`src/rtl/corr_result_tx.sv`:
```
// Snapshots the correlator status and six accumulators on a request and streams
// them as a framed, checksummed 55-byte packet over a valid/ready byte interface.
module corr_result_tx #(
    parameter logic [7:0] HEADER  = 8'hA5,
    parameter logic [7:0] TRAILER = 8'h5A
) (
    input  logic        clk,
    input  logic        rst,
    input  logic        req,
    input  logic [31:0] sr_in,
    input  logic [63:0] sum_x_2,
    input  logic [63:0] sum_y_2,
    input  logic [63:0] sum_xy,
    input  logic [63:0] sum_xy90,
    input  logic [63:0] sum_y90_2,
    input  logic [63:0] sum_y_y90,
    output logic [7:0]  tx_data,
    output logic        tx_valid,
    input  logic        tx_ready,
    output logic        busy,
    output logic        frame_done,
    output logic        req_drop
);

    typedef enum logic [1:0] {
        S_IDLE = 2'd0,
        S_SEND = 2'd1,
        S_CHK  = 2'd2,
        S_TRL  = 2'd3
    } state_t;

    state_t       state_q, state_d;
    logic [5:0]   cnt_q, cnt_d;
    logic [7:0]   csum_q, csum_d;
    logic [415:0] snap_q, snap_d;
    logic [7:0]   tx_data_q, tx_data_d;
    logic         tx_valid_q, tx_valid_d;
    logic         busy_q, busy_d;
    logic         frame_done_q, frame_done_d;
    logic         req_drop_q, req_drop_d;
    logic         accept_s;

    assign accept_s = tx_valid_q & tx_ready;

    // State, counters and registered outputs with synchronous active-low reset
    always_ff @(posedge clk) begin
        if (!rst) begin
            state_q      <= S_IDLE;
            cnt_q        <= 6'd0;
            csum_q       <= 8'h00;
            tx_data_q    <= 8'h00;
            tx_valid_q   <= 1'b0;
            busy_q       <= 1'b0;
            frame_done_q <= 1'b0;
            req_drop_q   <= 1'b0;
        end else begin
            state_q      <= state_d;
            cnt_q        <= cnt_d;
            csum_q       <= csum_d;
            tx_data_q    <= tx_data_d;
            tx_valid_q   <= tx_valid_d;
            busy_q       <= busy_d;
            frame_done_q <= frame_done_d;
            req_drop_q   <= req_drop_d;
        end
    end

    // Snapshot shifter; its contents are irrelevant outside a frame
    always_ff @(posedge clk) begin
        snap_q <= snap_d;
    end

    // Next-state: capture on request, then walk the frame one accepted byte at a time
    always_comb begin
        state_d    = state_q;
        cnt_d      = cnt_q;
        csum_d     = csum_q;
        snap_d     = snap_q;
        req_drop_d = req_drop_q;
        case (state_q)
            S_IDLE: begin
                if (req) begin
                    snap_d     = {sr_in, sum_x_2, sum_y_2, sum_xy, sum_xy90, sum_y90_2, sum_y_y90};
                    cnt_d      = 6'd0;
                    csum_d     = 8'h00;
                    req_drop_d = 1'b0;
                    state_d    = S_SEND;
                end else begin
                    state_d = S_IDLE;
                end
            end
            S_SEND: begin
                if (!accept_s) begin
                    state_d = S_SEND;
                end else if (cnt_q == 6'd0) begin
                    cnt_d = 6'd1;
                end else begin
                    // Payload byte leaves from the top of the snapshot, then shift up
                    csum_d  = csum_q + snap_q[415:408];
                    snap_d  = {snap_q[407:0], 8'h00};
                    cnt_d   = cnt_q + 6'd1;
                    state_d = (cnt_q == 6'd52) ? S_CHK : S_SEND;
                end
            end
            S_CHK: begin
                if (accept_s) begin
                    state_d = S_TRL;
                end else begin
                    state_d = S_CHK;
                end
            end
            S_TRL: begin
                if (accept_s) begin
                    state_d = S_IDLE;
                end else begin
                    state_d = S_TRL;
                end
            end
            default: begin
                state_d = S_IDLE;
            end
        endcase
        if (req && (state_q != S_IDLE)) begin
            req_drop_d = 1'b1;
        end else begin
            req_drop_d = req_drop_d;
        end
    end

    // Output decode from the next state so every output leaves a flop
    always_comb begin
        tx_data_d    = 8'h00;
        tx_valid_d   = 1'b0;
        busy_d       = (state_d != S_IDLE);
        frame_done_d = (state_q == S_TRL) && accept_s;
        case (state_d)
            S_IDLE: begin
                tx_data_d  = 8'h00;
                tx_valid_d = 1'b0;
            end
            S_SEND: begin
                tx_valid_d = 1'b1;
                tx_data_d  = (cnt_d == 6'd0) ? HEADER : snap_d[415:408];
            end
            S_CHK: begin
                tx_valid_d = 1'b1;
                tx_data_d  = csum_d;
            end
            S_TRL: begin
                tx_valid_d = 1'b1;
                tx_data_d  = TRAILER;
            end
            default: begin
                tx_data_d  = 8'h00;
                tx_valid_d = 1'b0;
            end
        endcase
    end

    assign tx_data    = tx_data_q;
    assign tx_valid   = tx_valid_q;
    assign busy       = busy_q;
    assign frame_done = frame_done_q;
    assign req_drop   = req_drop_q;

endmodule

```
`config.mk`:
```
export PLATFORM = sky130hd
export DESIGN_NAME = corr_result_tx
export DESIGN_NICKNAME = d
export VERILOG_FILES = /design/src/rtl/corr_result_tx.sv
export SDC_FILE = /design/constraint.sdc
export NUM_CORES = 1
export LEC_CHECK = 0
export ABC_AREA = 1
export CAP_MARGIN = 20
export CORE_MARGIN = 1
export CORE_UTILIZATION = 46
export CTS_CLUSTER_SIZE = 25
export DETAILED_ROUTE_END_ITERATION = 8
export PLACE_DENSITY = 0.75
export SLEW_MARGIN = 20
export SYNTH_ARGS = -nofsm -noshare
export SYNTH_HDL_FRONTEND = slang
export SYNTH_SLANG_ARGS = --single-unit
```
`constraint.sdc`:
```
create_clock -name clk -period 7.9 [get_ports clk]
set_input_delay 1.58 -clock clk [delete_from_list [all_inputs] [get_ports clk]]
set_output_delay 1.58 -clock clk [all_outputs]
set_load 0.01 [all_outputs]
```
# Word-level counts from Yosys, hierarchy flattened
# Index checks and enable logic that the tools add are counted.
[classes] n_addsub=2 n_eq_ne=10 n_mux=25 bitwise_logic=1 n_reduce_logical=14
[op_table] operator="two-way mux 416 bit" n=3
[op_table] operator="case mux 416 bit (2 select lines)" n=1
[op_table] operator="two-way mux 8 bit" n=4
[op_table] operator="case mux 8 bit (4 select lines)" n=1
[op_table] operator="two-way mux 6 bit" n=3
[op_table] operator="case mux 8 bit (2 select lines)" n=1
[op_table] operator="logical NOT 6 bit" n=2
[op_table] operator="case mux 6 bit (2 select lines)" n=1
[op_table] operator="nonzero test 2 bit" n=5
[op_table] operator="adder 8 bit" n=1
[op_table] operator="equality test 2 bit, second input constant" n=4
[op_table] operator="two-way mux 2 bit" n=4
[op_table] operator="case mux 2 bit (4 select lines)" n=1
[op_table] operator="adder 6 x 1 -> 6 bit, second input constant" n=1
[op_table] operator="equality test 6 bit, second input constant" n=1
[op_table] operator="!= test 2 bit, second input constant" n=3
[op_table] operator="two-way mux 1 bit" n=5
[op_table] operator="equality test 2 x 1 -> 1 bit, second input constant" n=2
[op_table] operator="logical NOT 2 bit" n=2
[op_table] operator="AND reduction 4 bit" n=1
[op_table] operator="OR reduction 3 bit" n=1
[op_table] operator="logical AND 1 bit" n=2
[op_table] operator="case mux 1 bit (2 select lines)" n=1
[op_table] operator="AND reduction 2 bit" n=1
[op_table] operator="AND 1 bit" n=1
[word_totals] reg_bits=444 out_inout_bits=12 wordCells=62

# Logic depth before layout (Yosys ltp)
# Gate-level depths: netlist (run 1).
[depth] word_depth=8 ltp_mapped=13

# Worst setup path after synthesis (run 1)
# No wires, ideal clock.
[synth_path] path_kind="input-to-reg" start="input port tx_ready" end="register tx_data_q[3] (netlist: tx_data[3])" arrival_time_ns=5.492 slack_ns=2.273 cell_stages=8 n_path_buf=1 cell_sequence="nand2_2 > nor2_4 > nand2_2 > buf_6 > nand2_4 > o21ai_0 > o21ai_0 > a21oi_1"
[synth_between] elab_chain_len=6 word_cells_on_any_way=18
[synth_lines] element="from (decl)" line="19" source="input logic tx_ready,"
[synth_lines] element="AND 1 bit *" line="43" source="assign accept_s = tx_valid_q & tx_ready;"
[synth_lines] element="two-way mux 6 bit" line="93" source="if (!accept_s) begin"
[synth_lines] element="case mux 6 bit (2 select lines)" line="80" source="case (state_q)"
[synth_lines] element="logical NOT 6 bit" line="143" source="tx_data_d = (cnt_d == 6'd0) ? HEADER : snap_d[415:408];"
[synth_lines] element="two-way mux 8 bit" line="143"
[synth_lines] element="case mux 8 bit (4 select lines) *" line="136" source="case (state_d)"
[synth_lines] element="to (signal assigned)" line="60" source="tx_data_q <= tx_data_d;"
[synth_lines] element="to (decl)" line="36" source="logic [7:0] tx_data_q, tx_data_d;"
# Every way passes the cells marked *; elsewhere a longest branch is shown, timed or not. The select of a mux whose other input is x is not followed.
# A chain may end at the register's enable or synchronous reset.

# Final worst setup path (run 1)
[layout_path] start="input port tx_ready" end="register tx_data_q[3] (netlist: tx_data[3])"
[layout_between] word_cells_on_any_way=18
[layout_rtl] element="AND 1 bit" line="43"
[layout_rtl] element="two-way mux 416 bit" line="93"
[layout_rtl] element="case mux 416 bit (2 select lines)" line="80"
[layout_rtl] element="net snap_d[411]" line="35" source="logic [415:0] snap_q, snap_d;"
[layout_rtl] element="two-way mux 8 bit" line="143"
[layout_rtl] element="case mux 8 bit (4 select lines)" line="136"
# The timed path passes the listed nets, and every way through them passes these cells. The select of a mux whose other input is x is not followed.

==> out/qor.csv, run 1 <==
stage;metric;value;unit
cts;htree depth;2;
power;PD cells;228;nW/µm²
synthesis;post-synthesis xor/xnor area fraction;0.000956;
cells_and_area;Area Growth Syn to Fin;33.7;%
grt;GRT Resource Usage Total;0.235;
die;Initial Util;0.471;
timing;final worst path period share;0.517;
min_path;Worst Hold Launch;snap_q[410];
cells_and_area;share of layout cells above drive strength 1;0.0608;
die;Boundary Pins;432;
run_status;status;finished clean;
timing;Final Hold Violating Endpoints;0;
synthesis;Synth Area in Simple Gates;0.0439;
timing;setup TNS;0;ns
synthesis;syn nets;1646;
grt;antenna violations before repair;12;
die;Die H;202;µm
timing;Worst Skew;0.0169;ns
worst_setup_path;crit path from;tx_ready;
die;core box area;38900;µm²
synthesis;Mapped Cells;1216;
synthesis;multiplexer share of the synthesized area;0;
placement;Port Buffer Count;431;
grt;vias in the first global route;12409;
routing;total wire length;48.8;mm
synthesis;mean post-synth cell area;15.1;µm²
routing;via/cell ratio;5.67;
synthesis;Yosys warnings;0;
cts;post-CTS setup repair buffer count;0;
synthesis;Mapped Area;18300;µm²
timing;worst slew pin tran;1.02;ns
cts;Longest Clk Path Bufs;3;
placement;GP Congestion;0.905;
timing;worst path setup slack after routing;3.82;ns
power;Design Power;5580;µW
synthesis;post-synthesis compound-gate area fraction;0.205;
timing;# setup viols final;0;
routing;DRT Pass-1 Iters;5;
routing;Antenna Nets Post-Route;0;
worst_setup_path;endpoint class of the critical path;register;
routing;DR DRC count;0;
synthesis;top cells by area, synth;edfxtp_1, a22o_1, dfxtp_1, buf_2, nand2_1;
die;Die W;202;µm
cells_and_area;Final Util;0.629;
timing;post-layout min period;4.08;ns
power;P_leak;0.00887;µW
synthesis;Yosys cell types;37;
timing;RSZ-0062 raised after global routing;false;
synthesis;Synth Area in Adders;0.00724;
placement;pre-CTS WS;3.26;ns
cts;CTS sink cnt;443;
worst_setup_path;WP data arrival;4.57;ns
die;Die Area;40600;µm²
worst_setup_path;worst path bufs/invs;3;
cts;Num CTS Buffers;47;
worst_setup_path;crit-path max FO;160;
worst_setup_path;slowest CP cell;inv_8;
synthesis;main combinational cell family by area after synthesis;compound AO/OA/AOI/OAI gates;
worst_setup_path;CP Data Required Time;8.39;ns
cts;CTS tree;yes;
grt;largest net degree at the start of global routing;177;
worst_setup_path;delay-heaviest family, CP;buffers and inverters;
placement;Detail Placement HPWL;31.8;mm
power;VDD IR max;0.204;mV
synthesis;Yosys reg bits;443;
job;Max Cap Violations;0;
cts;Clk pin slew, worst setup/hold paths;0.06;ns
routing;initial detailed-routing violation count;907;
cells_and_area;Layout Cells excl Fill;2171;
min_path;Worst Hold Class;reg -> reg;
synthesis;top-area cell type share of the netlist area;0.669;
grt;total congestion overflow;0;
worst_setup_path;Setup CP Type;in -> reg;
placement;Inst Count DP;2077;
timing;Slew HR;0.319;
cells_and_area;fin nets;2038;
cts;Clock Latency Late Sink;0.58;ns
worst_setup_path;reg2reg start;cnt_q[0];
worst_setup_path;crit start category;input pin;
routing;DR vias;12309;
synthesis;Seq/Total Area, Yosys;0.707;
synthesis;area leader, netlist;edfxtp_1;
cts;CTS Hold Bufs;0;
timing;maximum clock frequency;245;MHz
cts;Root Driver;clkbuf_16;
worst_setup_path;crit-path cells;clkdlybuf4s50_1 > nand2_2 > nor2_4 > nand2_2 > inv_8 > buf_12 > nand2_1 > nand3_1 > nand3_1 > a21oi_1;
timing;Slew Viols, Final;0;
die;FP Rows;72;
worst_setup_path;CP max stage delay;0.59;ns
grt;first-pass GRT wire length;72.1;mm
cts;cells resized by post-CTS repair;0;
routing;Routed WL per cell;22.5;µm
synthesized netlist by cell type:
library cell,instances
nand2_2,4
nor2_1,25
nor2_4,3
nand2_4,2
xor2_1,1
inv_1,44
o21bai_1,1
nor3_1,1
o21ai_2,1
edfxtp_1,408
xnor2_1,1
o21a_1,1
a21oi_1,25
or2_2,1
nand3_2,2
nand4_1,8
o21ai_1,2
inv_2,3
o22ai_1,3
a22o_1,400
nor2_2,5
buf_2,71
dfxtp_1,35
fa_1,1
buf_1,1
clkbuf_1,18
nand3_1,25
inv_4,1
ha_1,9
buf_4,3
a21oi_2,2
nand3_4,2
o21ai_0,10
clkinv_1,1
buf_6,2
nand3b_1,1
nand2_1,93
final timing paths:
| kind | end | slack (ns) | depth (start not counted) |
|---|---|---|---|
| worst max-delay path | tx_data[3] | 3.82 | 10 |
| worst min-delay path | snap_q[410] | 0.48 | 2 |
| worst max register to register | tx_data[3] | 4.77 | 10 |
| worst min register to register | snap_q[410] | 0.48 | 2 |
registers in the layout (all words and copies together), names as in the netlist:
| name | flops |
|---|---|
| snap_q | 416 |
| csum_q | 8 |
| tx_data | 8 |
| cnt_q | 6 |
| state_q | 2 |
| frame_done | 1 |
| req_drop | 1 |
| tx_valid | 1 |
where the power goes:
group / internal (µW) / total, µW / switching (µW)
Combinational: 306 / 536 / 230
Clock: 1300 / 2210 / 914
Sequential: 2770 / 2830 / 63.3
Total: 4370 / 5580 / 1210
worst min-delay path: cells and delay by family (launching register included):
kind	cells	cell delay [ns]
flops	1	0.33
compound gates	1	0.08
buf+inv	1	0.04
per-stage QoR:
stage               instance area [µm²]  hold WS [ns]
global placement                  22900         0.462
detailed placement                22900         0.466
global route                      24500         0.512
floorplan                         18300         0.438
CTS                               24500         0.480
finish                            24500         0.483
routing by layer:
metal / share of wire / up-vias / track usage
li1: - / 5674 / -
met1: 0.40 / 5996 / 0.297
met2: 0.47 / 538 / 0.370
met3: 0.10 / 93 / 0.0868
met4: 0.029 / 8 / 0.0850
met5: 0.0011 / - / 0
cells by family (layout without fill, tap and decap cells):
kind of cell / Yosys count / after routing
adder cells (fa/ha/maj): 10 / 10
other: 0 / 8
buffers and inverters: 144 / 573
XOR/XNOR: 2 / 2
flip-flops: 443 / 443
AND/OR/NAND/NOR: 172 / 172
AO/OA/AOI/OAI: 445 / 445
layout make-up:
class                           count  area (µm²)
Sequential cell                   443       13000
Antenna cell                        8        20.0
Inverter                           49         201
Fill cell                        2934       14400
Tap cell                          518         648
Clock buffer                       58        1260
Timing Repair Buffer              438        4420
Multi-Input combinational cell    629        4710
Clock inverter                     28         278
cell usage in the layout (no fill, tap or decap), drive strengths merged:
cell	netlist	final
edfxtp	408	408
nand3b	1	1
a22o	400	400
clkdlybuf4s50	0	431
or2	1	1
o21a	1	1
nor2	33	33
a21oi	27	27
nor3	1	1
dfxtp	35	35
o21ai	13	13
inv	48	49
clkinvlp	0	3
fa	1	1
clkbuf	18	58
ha	9	9
xor2	1	1
o21bai	1	1
nand4	8	8
diode	0	8
xnor2	1	1
o22ai	3	3
nand2	99	99
clkinv	1	20
bufinv	0	5
buf	77	7
nand3	29	29
(Power assumes the default switching activity.)
==> run 2: changes to the inputs <==
==> constraint.sdc (replaced) <==
create_clock -name clk -period 3.8 [get_ports clk]
set_input_delay 0.76 -clock clk [delete_from_list [all_inputs] [get_ports clk]]
set_output_delay 0.76 -clock clk [all_outputs]
set_load 0.01 [all_outputs]
==> run 2 against run 1 <==
Combinational power rose by 110%. Register-to-register slack worse by 3.4 ns. Cell count rose by 0.83%. Sequential share of layout area fell by 0.47 points. Critical path depth is 4 lower. Count of clock-buffer cells in the layout is 2 lower. Clock skew is 0.0022 ns higher. Critical path type unchanged.
==> out/qor.csv, run 2 (synthesized netlist as in run 1, its figures left out) <==
stage;metric;value;unit
cts;Clk pin slew, worst setup/hold paths;0.06;ns
routing;Routed WL per cell;22.7;µm
timing;Slew HR;0.427;
die;FP Rows;72;
cells_and_area;multi-input logic area;4710;µm²
power;P_leak;0.00898;µW
cells_and_area;register area;13000;µm²
min_path;Worst Hold Class;reg -> reg;
worst_setup_path;crit-path max FO;45;
timing;worst path setup slack after routing;1.30;ns
cts;Num CTS Buffers;47;
die;Boundary Pins;432;
timing;RSZ-0062 raised after global routing;false;
grt;largest net degree at the start of global routing;133;
timing;post-layout min period;2.50;ns
worst_setup_path;Setup CP Type;in -> reg;
cts;CTS tree;yes;
cts;cells resized by post-CTS repair;0;
die;Die W;202;µm
placement;pre-CTS WS;0.718;ns
timing;Slew Viols, Final;0;
placement;GP Congestion;0.896;
worst_setup_path;CP Data Required Time;4.02;ns
routing;initial detailed-routing violation count;1042;
cts;CTS sink cnt;443;
cells_and_area;Area Growth Syn to Fin;34.9;%
timing;final worst path period share;0.659;
grt;first-pass GRT wire length;72.8;mm
cts;CTS Hold Bufs;0;
timing;setup TNS;0;ns
placement;Inst Count DP;2094;
grt;antenna violations before repair;11;
cells_and_area;fin nets;2055;
placement;Detail Placement HPWL;33.4;mm
cells_and_area;most common cell after layout, fill and taps aside;clkdlybuf4s50_1;
worst_setup_path;WP data arrival;2.72;ns
run_status;status;finished clean;
routing;via/cell ratio;5.71;
cells_and_area;share of layout cells above drive strength 1;0.0692;
grt;vias in the first global route;12227;
cts;Root Driver;clkbuf_16;
cts;post-CTS setup repair buffer count;0;
cts;Longest Clk Path Bufs;3;
grt;total congestion overflow;0;
routing;DRT Pass-1 Iters;5;
timing;# setup viols final;0;
timing;worst slew pin tran;0.859;ns
cells_and_area;fill count;2931;
cells_and_area;Final Util;0.635;
worst_setup_path;crit start category;input pin;
worst_setup_path;endpoint class of the critical path;register;
timing;maximum clock frequency;400;MHz
routing;DR DRC count;0;
placement;Port Buffer Count;431;
job;Max Cap Violations;0;
routing;DR vias;12495;
timing;Worst Skew;0.0191;ns
power;PD cells;469;nW/µm²
die;Die Area;40600;µm²
cts;htree depth;2;
cts;Clock Latency Late Sink;0.56;ns
cells_and_area;Largest Register;snap_q;
cells_and_area;max FFs per register;416;
routing;total wire length;49.7;mm
routing;Antenna Nets Post-Route;0;
die;Initial Util;0.471;
die;Die H;202;µm
grt;GRT Resource Usage Total;0.238;
die;core box area;38900;µm²
cells_and_area;most frequent cells in the layout;clkdlybuf4s50_1, edfxtp_1, a22o_1;
cells_and_area;Layout Cells excl Fill;2189;
timing;Final Hold Violating Endpoints;0;
power;VDD IR max;0.388;mV
[run 2: changes by cell type in the layout (fill, tap and decap cells not counted)]
cell | previous run | this run
buf_4 | 3 | 12
clkbuf_8 | 2 | 0
clkinv_2 | 6 | 5
clkinv_1 | 12 | 16
clkinvlp_2 | 0 | 1
clkbuf_16 | 48 | 49
clkinv_8 | 1 | 0
clkbuf_1 | 8 | 7
buf_12 | 4 | 12
[run 2: path summary, 6_finish.rpt]
| check | depth (start not counted) | slack [ns] | end | start |
|---|---|---|---|---|
| worst min register to register | 2 | 0.51 | snap_q[414] | snap_q[414] |
| worst max register to register | 6 | 1.41 | snap_q[118] | cnt_q[0] |
| worst max-delay path | 6 | 1.30 | snap_q[118] | tx_ready |
| worst min-delay path | 2 | 0.51 | snap_q[414] | snap_q[414] |
[run 2: report_power, final]
group / switching (µW) / total (µW) / internal (µW) / leakage [µW]
clock: 1880 / 4560 / 2690 / 0.000735
sequential: 135 / 5880 / 5750 / 0.00435
combinational: 491 / 1150 / 661 / 0.00389
total: 2500 / 11600 / 9090 / 0.00898
[run 2: metrics by stage]
stage               instance area, µm²  total power, µW  hold slack [ns]
finish                           24700            11600            0.515
global placement                 23200             7100            0.476
CTS                              24700            11700            0.518
global route                     24700            12000            0.534
detailed placement               23200             7120            0.476
floorplan                        18300             6460            0.438
[run 2: final cells by class]
| type | count | share of cell area |
|---|---|---|
| Sequential cell | 443 | 0.524 |
| Clock buffer | 56 | 0.0507 |
| Multi-Input combinational cell | 629 | 0.191 |
| Inverter | 49 | 0.00815 |
| Tap cell | 518 | 0.0262 |
| Antenna cell | 8 | 0.000810 |
| Clock inverter | 31 | 0.0112 |
| Timing Repair Buffer | 455 | 0.188 |
[run 2: layer usage]
metal	share of wire	track usage	wire length, µm
met5	0.00062	0	31
met4	0.025	0.0855	1260
met3	0.10	0.0755	5050
met2	0.48	0.387	23800
met1	0.39	0.300	19600
[run 2: worst max-delay path, stage by stage]
cell,delay [ns]
clkdlybuf4s50_1,0.51
nand2_2,0.12
nor2_4,0.15
nand2_2,0.26
nand2_8,0.44
buf_4,0.43
